## src/rtl/mem_port_arbiter.sv

```systemverilog
`default_nettype none
// ============================================================================
// Module      : mem_port_arbiter
// Description : Shares one memory port between instruction fetch (IF) and
//               the load/store unit (LSU). Only one transaction is
//               outstanding at a time. LSU has fixed priority, but after
//               MAX_LSU_STREAK consecutive contended LSU grants, IF is forced
//               through. Each response is routed to the requester that owns
//               the transaction. A fetch response killed by a flush is
//               consumed silently.
// Revision    : 1.0 - initial release
// ----------------------------------------------------------------------------
// Build option: MEM_ARB_ROUND_ROBIN_EN
//               When defined, the streak limit is replaced by round-robin
//               arbitration on contention. The last-winner flag resets to IF,
//               so the LSU wins the first contention after reset.
// ----------------------------------------------------------------------------
// Ports:
//   clk_i, rstn_i                : clock, synchronous active-low reset
//   if_req_i / if_addr_i         : fetch request and address
//   if_flush_i                   : discard the outstanding fetch response
//   if_gnt_o / if_rvalid_o / if_rdata_o    : fetch grant and response
//   lsu_req_i / lsu_we_i / lsu_addr_i / lsu_wdata_i / lsu_be_i : LSU request
//   lsu_gnt_o / lsu_rvalid_o / lsu_rdata_o : LSU grant and response
//   mem_req_o / mem_we_o / mem_addr_o / mem_wdata_o / mem_be_o : memory request
//   mem_gnt_i / mem_rvalid_i / mem_rdata_i : memory grant and response
// ============================================================================
module mem_port_arbiter #(
  parameter int MAX_LSU_STREAK = 4
) (
  input  logic        clk_i,
  input  logic        rstn_i,
  // instruction fetch side
  input  logic        if_req_i,
  input  logic [31:0] if_addr_i,
  input  logic        if_flush_i,
  output logic        if_gnt_o,
  output logic        if_rvalid_o,
  output logic [31:0] if_rdata_o,
  // load/store side
  input  logic        lsu_req_i,
  input  logic        lsu_we_i,
  input  logic [31:0] lsu_addr_i,
  input  logic [31:0] lsu_wdata_i,
  input  logic [3:0]  lsu_be_i,
  output logic        lsu_gnt_o,
  output logic        lsu_rvalid_o,
  output logic [31:0] lsu_rdata_o,
  // unified memory side
  output logic        mem_req_o,
  output logic        mem_we_o,
  output logic [31:0] mem_addr_o,
  output logic [31:0] mem_wdata_o,
  output logic [3:0]  mem_be_o,
  input  logic        mem_gnt_i,
  input  logic        mem_rvalid_i,
  input  logic [31:0] mem_rdata_i
);

  typedef enum logic [1:0] {
    ST_IDLE     = 2'd0,
    ST_WAIT_IF  = 2'd1,
    ST_WAIT_LSU = 2'd2
  } state_t;

  state_t r_state;
  state_t w_state_nxt;
  logic   r_drop;
  logic   w_drop_nxt;

  logic   w_free;
  logic   w_lsu_wins_tie;
  logic   w_pick_lsu;
  logic   w_pick_if;
  logic   w_issue;
  logic   w_rsp_if;
  logic   w_rsp_lsu;

  // --------------------------------------------------------------------------
  // Contention policy
  // --------------------------------------------------------------------------
`ifdef MEM_ARB_ROUND_ROBIN_EN
  // 1 = LSU was granted most recently; resets to IF so LSU wins first tie.
  logic r_last_lsu;

  assign w_lsu_wins_tie = ~r_last_lsu;

  always_ff @(posedge clk_i) begin
    if (!rstn_i) begin
      r_last_lsu <= 1'b0;
    end else if (lsu_gnt_o) begin
      r_last_lsu <= 1'b1;
    end else if (if_gnt_o) begin
      r_last_lsu <= 1'b0;
    end
  end
`else
  localparam logic [3:0] C_STREAK_MAX = 4'(MAX_LSU_STREAK);

  // Consecutive LSU grants won while IF was also waiting.
  logic [3:0] r_streak;

  assign w_lsu_wins_tie = (r_streak != C_STREAK_MAX);

  always_ff @(posedge clk_i) begin
    if (!rstn_i) begin
      r_streak <= 4'd0;
    end else if (lsu_gnt_o) begin
      if (if_req_i) begin
        r_streak <= (r_streak == C_STREAK_MAX) ? C_STREAK_MAX : r_streak + 4'd1;
      end else begin
        r_streak <= 4'd0;
      end
    end else if (if_gnt_o) begin
      r_streak <= 4'd0;
    end
  end
`endif

  // --------------------------------------------------------------------------
  // Selection and memory request drive
  // --------------------------------------------------------------------------
  // The port frees up in the same cycle the outstanding response returns,
  // which lets a new request issue back-to-back.
  assign w_free     = (r_state == ST_IDLE) || mem_rvalid_i;
  assign w_pick_lsu = lsu_req_i & (~if_req_i | w_lsu_wins_tie);
  assign w_pick_if  = if_req_i & ~w_pick_lsu;
  // Gating by rstn_i keeps every output at 0 while reset is held, even
  // before the first clock edge has cleared the state register.
  assign w_issue    = rstn_i & w_free & (if_req_i | lsu_req_i);

  always_comb begin
    mem_req_o   = w_issue;
    mem_we_o    = 1'b0;
    mem_addr_o  = 32'd0;
    mem_wdata_o = 32'd0;
    mem_be_o    = 4'd0;
    if (w_issue && w_pick_lsu) begin
      mem_we_o    = lsu_we_i;
      mem_addr_o  = lsu_addr_i;
      mem_wdata_o = lsu_wdata_i;
      mem_be_o    = lsu_be_i;
    end else if (w_issue && w_pick_if) begin
      mem_addr_o  = if_addr_i;
      mem_be_o    = 4'hF;
    end
  end

  assign lsu_gnt_o = mem_gnt_i & w_issue & w_pick_lsu;
  assign if_gnt_o  = mem_gnt_i & w_issue & w_pick_if;

  // --------------------------------------------------------------------------
  // Response routing
  // --------------------------------------------------------------------------
  assign w_rsp_if  = rstn_i & (r_state == ST_WAIT_IF)  & mem_rvalid_i;
  assign w_rsp_lsu = rstn_i & (r_state == ST_WAIT_LSU) & mem_rvalid_i;

  // A flush arriving together with the response kills it too.
  assign if_rvalid_o  = w_rsp_if & ~r_drop & ~if_flush_i;
  assign if_rdata_o   = if_rvalid_o ? mem_rdata_i : 32'd0;
  assign lsu_rvalid_o = w_rsp_lsu;
  assign lsu_rdata_o  = lsu_rvalid_o ? mem_rdata_i : 32'd0;

  // --------------------------------------------------------------------------
  // State machine
  // --------------------------------------------------------------------------
  always_comb begin
    w_state_nxt = r_state;
    w_drop_nxt  = r_drop;

    if ((r_state != ST_IDLE) && mem_rvalid_i) begin
      w_state_nxt = ST_IDLE;
    end
    if (lsu_gnt_o) begin
      w_state_nxt = ST_WAIT_LSU;
    end else if (if_gnt_o) begin
      w_state_nxt = ST_WAIT_IF;
    end

    // The drop flag belongs to the outstanding fetch only; it is cleared
    // when that response is consumed, even if a new fetch issues alongside.
    if (r_state == ST_WAIT_IF) begin
      if (mem_rvalid_i) begin
        w_drop_nxt = 1'b0;
      end else if (if_flush_i) begin
        w_drop_nxt = 1'b1;
      end
    end
  end

  always_ff @(posedge clk_i) begin
    if (!rstn_i) begin
      r_state <= ST_IDLE;
      r_drop  <= 1'b0;
    end else begin
      r_state <= w_state_nxt;
      r_drop  <= w_drop_nxt;
    end
  end

endmodule
`default_nettype wire

```

## config.mk

```make
export PLATFORM = sky130hd
export DESIGN_NAME = mem_port_arbiter
export DESIGN_NICKNAME = d
export VERILOG_FILES = /design/src/rtl/mem_port_arbiter.sv
export SDC_FILE = /design/constraint.sdc
export NUM_CORES = 1
export LEC_CHECK = 0
export CAP_MARGIN = 15
export CORE_AREA = 4 4 105 107
export DETAILED_ROUTE_END_ITERATION = 10
export DIE_AREA = 0 0 109 111
export GPL_TIMING_DRIVEN = 1
export PLACE_DENSITY_LB_ADDON = 0.05
export SLEW_MARGIN = 40
export SYNTH_ARGS = -nofsm -noshare
export SYNTH_HDL_FRONTEND = slang
export SYNTH_SLANG_ARGS = --single-unit
```

## constraint.sdc

```tcl
create_clock -name clk_i -period 2.2 [get_ports clk_i]
set_input_delay 0.22 -clock clk_i [delete_from_list [all_inputs] [get_ports clk_i]]
set_output_delay 0.22 -clock clk_i [all_outputs]
set_load 0.05 [all_outputs]
```

==> results.sh, run 1 <==
export IMPL_run_status="complete, no violations"
export IMPL_critical_path_required_ns=1.98
export IMPL_setup_viol_count_final=0
export IMPL_die_footprint_um2=12100
export IMPL_classification_of_the_worst_slack_hold_path="flop to flop"
export IMPL_die_h_um=111
export IMPL_cts_inserted_buffers=3
export IMPL_minimum_hold_slack_ns=0.498
export IMPL_relSlewSlack=0.826
export IMPL_detailed_routing_iteration_count_for_the_pre_antenna_repair_pass=4
export IMPL_dp_final_hpwl_um=9800
export IMPL_synth_distinct_cells=32
export IMPL_num_rows=37
export IMPL_mappedNetlistNets=389
export IMPL_critical_path_startpoint_category="flop"
export IMPL_route_antenna_remaining_nets=0
export IMPL_timing_final_crit_share=0.979
export IMPL_vias_per_cell=4.38
export IMPL_critical_path_max_fanout=20
export IMPL_drv_max_cap_violation_count=0
export IMPL_drv_slew=0
export IMPL_period_needed_ns=2.15
export IMPL_cp_data_arrival_time_ns=1.93
export IMPL_drc=0
export IMPL_final_worst_setup_slack_ns=0.0455
export IMPL_irDropWorstVdd_mv=0.139
export IMPL_setup_repair_after_global_routing_missed_its_margin="true"
export IMPL_drt_wl_total_um=11400
export IMPL_critical_path_max_stage_delay_ns=0.34
export IMPL_clock_sinks=7
export IMPL_cts_hold_buf=0
export IMPL_max_clock_freq_ghz=0.464
export IMPL_clkSlewWorstSetupHoldPaths_ns=0.04
export IMPL_power_static_leakage_uw=0.00255
export IMPL_clk_latency_ns=0.23
export IMPL_synth_ff_latch_count=7
export IMPL_final_hold_violation_count=0
export IMPL_die_w_um=109
export IMPL_placed_cells_incl_taps=644
export IMPL_post_synth_top_area_fraction=0.265
export IMPL_crit_path_cell_trace="inv_1 > ha_2 > and3b_2 > a21oi_4 > buf_6 > bufbuf_16 > and3_4 > buf_12"
export IMPL_first_global_vias=2922
export IMPL_synthCells=247
export IMPL_yosys_top_cells_count="sky130_fd_sc_hd__and2_1, sky130_fd_sc_hd__nor2_1, sky130_fd_sc_hd__and3_1"
export IMPL_clock_root_buffer="sky130_fd_sc_hd__clkbuf_8"
export IMPL_flow_area_growth_from_synthesis_pct=307
export IMPL_total_power_divided_by_cell_area_nw_per_um2=228
export IMPL_core_area_um2=10100
export IMPL_synthesis_yosys_warnings=0
export IMPL_yosysMostFrequentCell="sky130_fd_sc_hd__and2_1"
export IMPL_global_route_wire_length_before_repair_um=16600
export IMPL_timing_setup_critical_path_class="flop to primary output"
export IMPL_synth_enable_flop_cells=0
export IMPL_timing_worst_slew_pin_value_ns=0.261
export IMPL_cts_tree="done"
export IMPL_synthTopCellsByArea="sky130_fd_sc_hd__and2_1, sky130_fd_sc_hd__a22oi_1, sky130_fd_sc_hd__and3_1"
export IMPL_antenna_found_initial=0
export IMPL_routedWlPerCell_um=17.4
export IMPL_h_tree_levels=1
export IMPL_synth_main_ff_cell="sky130_fd_sc_hd__dfxtp_1"
export IMPL_async_set_reset_flop_share_out_of_synthesis=0
export IMPL_ys_seq_area_frac=0.0900
export IMPL_post_route_util=0.626
export IMPL_power_total_uw=1450
export IMPL_ctsLongestPathBuffers=2
export IMPL_port_buffers=277
export IMPL_gp_congestion=0.815
export IMPL_maximum_number_of_pins_on_one_net_before_global_route_repair=38
export IMPL_drt_iter0_markers=119
export IMPL_number_of_antenna_cells_inserted=0
export IMPL_dp_slack_ns=0.166
export IMPL_synth_area_um2=1560
export IMPL_num_nets_final=666
export IMPL_syn_avg_cell_area_um2=6.31
export IMPL_fin_worst_skew_ns=0.00554
export IMPL_netlist_top_cell_by_area="sky130_fd_sc_hd__and2_1"
export IMPL_grt_usage=0.175
export IMPL_io_pins=278
export IMPL_share_of_final_layout_standard_cells_stronger_than_drive_strength_1=0.438
export IMPL_crit_path_end_kind="primary output"
export IMPL_detailroute_via_count=2889
export IMPL_final_cell_count_without_fillers=659
export IMPL_gr_overflow_total=0
export IMPL_start_util=0.154
export IMPL_worst_path_max_delay_cell="sky130_fd_sc_hd__dfxtp_4"
registers in the layout (all words and copies together) (netlist names):
name      cells
r_drop        1
r_streak      4
r_state       2
timing repair:
action	4_1_cts	5_1_grt
pin swaps	5	2
gates resized for setup	8	31
endpoints found under the setup margin	48	58
buffers inserted	6	1
cloned	3	1
routing by layer:
layer / wire [um] / global-route usage / vias up
li1: - / - / 1401
met1: 3670 / 0.169 / 1305
met2: 6090 / 0.336 / 173
met3: 1540 / 0.0745 / 10
met4: 155 / 0.0354 / 0
met5: 0 / 0 / -
cells in the final DEF (no fill, tap or decap), drive strengths merged, types with 5 or more instances in the layout:
cell             n
a21oi            9
a22oi           32
and2            66
and3            34
buf            157
clkbuf           5
clkdlybuf4s50  139
dfxtp            7
inv              7
nand3            6
nor2            39
kinds of logic after synthesis:
| kind of cell | share of synthesized area |
|---|---|
| buffers and inverters | 0.0956 |
| flip-flops | 0.0900 |
| AO/OA/AOI/OAI | 0.232 |
| AND/OR/NAND/NOR | 0.566 |
| adder cells (fa/ha/maj) | 0.0161 |
area by class of cell:
| type | count | area (um2) |
|---|---|---|
| Fill cell | 828 | 3790 |
| Inverter | 7 | 26.3 |
| Sequential cell | 7 | 145 |
| Clock buffer | 4 | 45.0 |
| Tap cell | 136 | 170 |
| Timing Repair Buffer | 298 | 4480 |
| Multi-Input combinational cell | 207 | 1480 |
worst max-delay path: cells and delay by family (launching register included):
| family | cells | cell delay (ns) |
|---|---|---|
| AOI/OAI and AO/OA | 1 | 0.19 |
| buffers and inverters | 4 | 0.57 |
| and+or+nand+nor | 2 | 0.43 |
| DFF | 1 | 0.34 |
| adders and majority gates | 1 | 0.17 |
final timing paths:
check,cells past startpoint,slack [ns],to,startpoint
worst max-delay path,8,0.05,mem_wdata_o[9],r_streak[0]
worst min-delay path,1,0.50,r_streak[3],r_streak[3]
worst max register to register,8,0.50,r_streak[3],r_streak[0]
worst min register to register,1,0.50,r_streak[3],r_streak[3]
power by group:
part	switching, uW	internal (uW)	leakage, uW
Sequential	1.81	129	0.0000579
Combinational	517	618	0.00247
Clock	57.2	126	0.0000228
stage by stage:
step                      TNS (ns)  area, um2
after CTS                   -0.153       6180
after floorplan                  0       1640
after global routing        -0.557       6340
after detailed placement         0       5990
final                            0       6340
after global placement           0       5990
Note: power is estimated with default switching activity, not from simulation.
==> inputs of run 2 (changes only) <==
- SKIP_CTS_REPAIR_TIMING: not set -> 1
==> results.sh, run 2 (synthesis results as in run 1) <==
export IMPL_run_status="complete, no violations"
export IMPL_critical_path_reg2reg_endpoint="r_state[0]"
export IMPL_nFillCells=836
export IMPL_cts_inserted_buffers=3
export IMPL_minimum_hold_slack_ns=0.487
export IMPL_drc=0
export IMPL_routedWlPerCell_um=17.5
export IMPL_regToRegSetupSlack_ns=0.58
export IMPL_timing_worst_slew_pin_value_ns=0.259
export IMPL_timing_final_crit_share=0.985
export IMPL_io_pins=278
export IMPL_drv_max_cap_violation_count=0
export IMPL_die_h_um=111
export IMPL_largest_register="r_streak"
export IMPL_crit_path_cell_trace="inv_1 > ha_1 > and3b_2 > a21oi_4 > buf_12 > buf_6 > clkbuf_16 > and3_4 > buf_12"
export IMPL_worst_r2r_path_depth=8
export IMPL_global_route_wire_length_before_repair_um=16100
export IMPL_clock_sinks=7
export IMPL_timing_critical_path_max_delay_family="buffers and inverters"
export IMPL_critPathCapture="mem_wdata_o[17]"
export IMPL_cts_tree="done"
export IMPL_crit_path_end_kind="primary output"
export IMPL_first_global_vias=2851
export IMPL_h_tree_levels=1
export IMPL_die_footprint_um2=12100
export IMPL_num_nets_final=664
export IMPL_critical_path_required_ns=1.98
export IMPL_total_power_divided_by_cell_area_nw_per_um2=229
export IMPL_final_hold_violation_count=0
export IMPL_timing_critical_path_mode_cell="sky130_fd_sc_hd__buf_12"
export IMPL_setup_repair_after_global_routing_missed_its_margin="true"
export IMPL_die_w_um=109
export IMPL_vias_per_cell=4.40
export IMPL_post_route_util=0.622
export IMPL_antenna_found_initial=0
export IMPL_number_of_antenna_cells_inserted=0
export IMPL_dp_final_hpwl_um=9800
export IMPL_ctsLongestPathBuffers=2
export IMPL_relSlewSlack=0.828
export IMPL_fin_worst_skew_ns=0.00658
export IMPL_drv_slew=0
export IMPL_setup_viol_count_final=0
export IMPL_share_of_final_layout_standard_cells_stronger_than_drive_strength_1=0.440
export IMPL_critical_path_max_stage_delay_ns=0.35
export IMPL_drt_iter0_markers=73
export IMPL_grt_usage=0.169
export IMPL_start_util=0.154
export IMPL_worst_path_max_delay_cell="sky130_fd_sc_hd__dfxtp_4"
export IMPL_final_common_cell="sky130_fd_sc_hd__buf_12"
export IMPL_largest_register_ff_count=4
export IMPL_layout_top_registers="r_streak (4), r_state (2), r_drop (1)"
export IMPL_gp_congestion=0.815
export IMPL_critical_path_startpoint_category="flop"
export IMPL_clock_root_buffer="sky130_fd_sc_hd__clkbuf_8"
export IMPL_worstPathBufferInverterCount=5
export IMPL_irDropWorstVdd_mv=0.138
export IMPL_critical_path_max_fanout=10
export IMPL_port_buffers=277
export IMPL_dpl_cell_area_um2=5990
export IMPL_period_needed_ns=2.17
export IMPL_cp_data_arrival_time_ns=1.95
export IMPL_sum_of_negative_setup_slack_ns=0
export IMPL_crit_start="r_streak[0]"
export IMPL_power_static_leakage_uw=0.00252
export IMPL_drt_wl_total_um=11500
export IMPL_max_clock_freq_ghz=0.461
export IMPL_detailed_routing_iteration_count_for_the_pre_antenna_repair_pass=4
export IMPL_gr_overflow_total=0
export IMPL_clkSlewWorstSetupHoldPaths_ns=0.04
export IMPL_clk_latency_ns=0.23
export IMPL_timing_setup_critical_path_class="flop to primary output"
export IMPL_core_area_um2=10100
export IMPL_maximum_number_of_pins_on_one_net_before_global_route_repair=42
export IMPL_design_area_um2=6300
export IMPL_detailroute_via_count=2888
export IMPL_power_total_uw=1440
export IMPL_final_cell_mix="sky130_fd_sc_hd__buf_12, sky130_fd_sc_hd__clkdlybuf4s50_1, sky130_fd_sc_hd__and2_1, sky130_fd_sc_hd__nor2_2, sky130_fd_sc_hd__a22oi_1"
export IMPL_num_rows=37
export IMPL_classification_of_the_worst_slack_hold_path="flop to flop"
export IMPL_origin_of_the_critical_flop_to_flop_path="r_streak[0]"
export IMPL_depth_of_the_critical_timing_path_with_buffers_and_inverters_included=9
export IMPL_route_antenna_remaining_nets=0
export IMPL_flow_area_growth_from_synthesis_pct=305
==> run 2: changes by cell type in the layout (fill, tap and decap cells not counted), sizes merged <==
cell	delta
buf	-2
clkbuf	+1
bufbuf	-1
==> run 2: how the worst min path moves through the flow <==
stage	from	end	slack, ns	cells after the start
after detailed placement	r_streak[3]	r_streak[3]	0.48	1
after global routing	r_streak[0]	r_streak[0]	0.51	1
final	r_streak[0]	r_streak[0]	0.49	1
after CTS	r_streak[3]	r_streak[3]	0.49	1
after floorplan	mem_rvalid_i	r_drop	0.31	1
after global placement	r_streak[2]	r_streak[2]	0.47	2
==> run 2: where the power goes <==
group          switching, uW  internal [uW]  leakage, uW
combinational            518            609      0.00244
clock                   58.8            126    0.0000228
sequential              2.03            129    0.0000579
==> run 2: worst register-to-register path: cells and delay by family (launching register included) <==
kind | cells | cell delay [ns]
AO/OA/AOI/OAI | 2 | 0.28
adder cells (fa/ha/maj) | 1 | 0.19
buffers and inverters | 3 | 0.33
flip-flops | 1 | 0.35
AND/OR/NAND/NOR | 2 | 0.36
==> run 2: through the flow <==
step / setup WS, ns / cells
2_1_floorplan: 0.00214 / 247
3_3_place_gp: 0.226 / 644
3_5_place_dp: 0.166 / 644
4_1_cts: -0.0878 / 648
5_1_grt: -0.0211 / 657
6_report: 0.0320 / 657
==> run 2: routing by layer <==
metal  wire [um]  vias up  GRT usage
met3        1560       10     0.0757
met2        6100      165      0.323
li1            -     1399          -
met4         155        0     0.0354
met1        3700     1314      0.164
met5           0        -          0
==> run 2: layout make-up <==
type / count / area (um2) / share of cell area
Timing Repair Buffer: 296 / 4430 / 0.702
Clock buffer: 4 / 45.0 / 0.00715
Multi-Input combinational cell: 207 / 1490 / 0.236
Inverter: 7 / 26.3 / 0.00417
Tap cell: 136 / 170 / 0.0270
Sequential cell: 7 / 145 / 0.0230
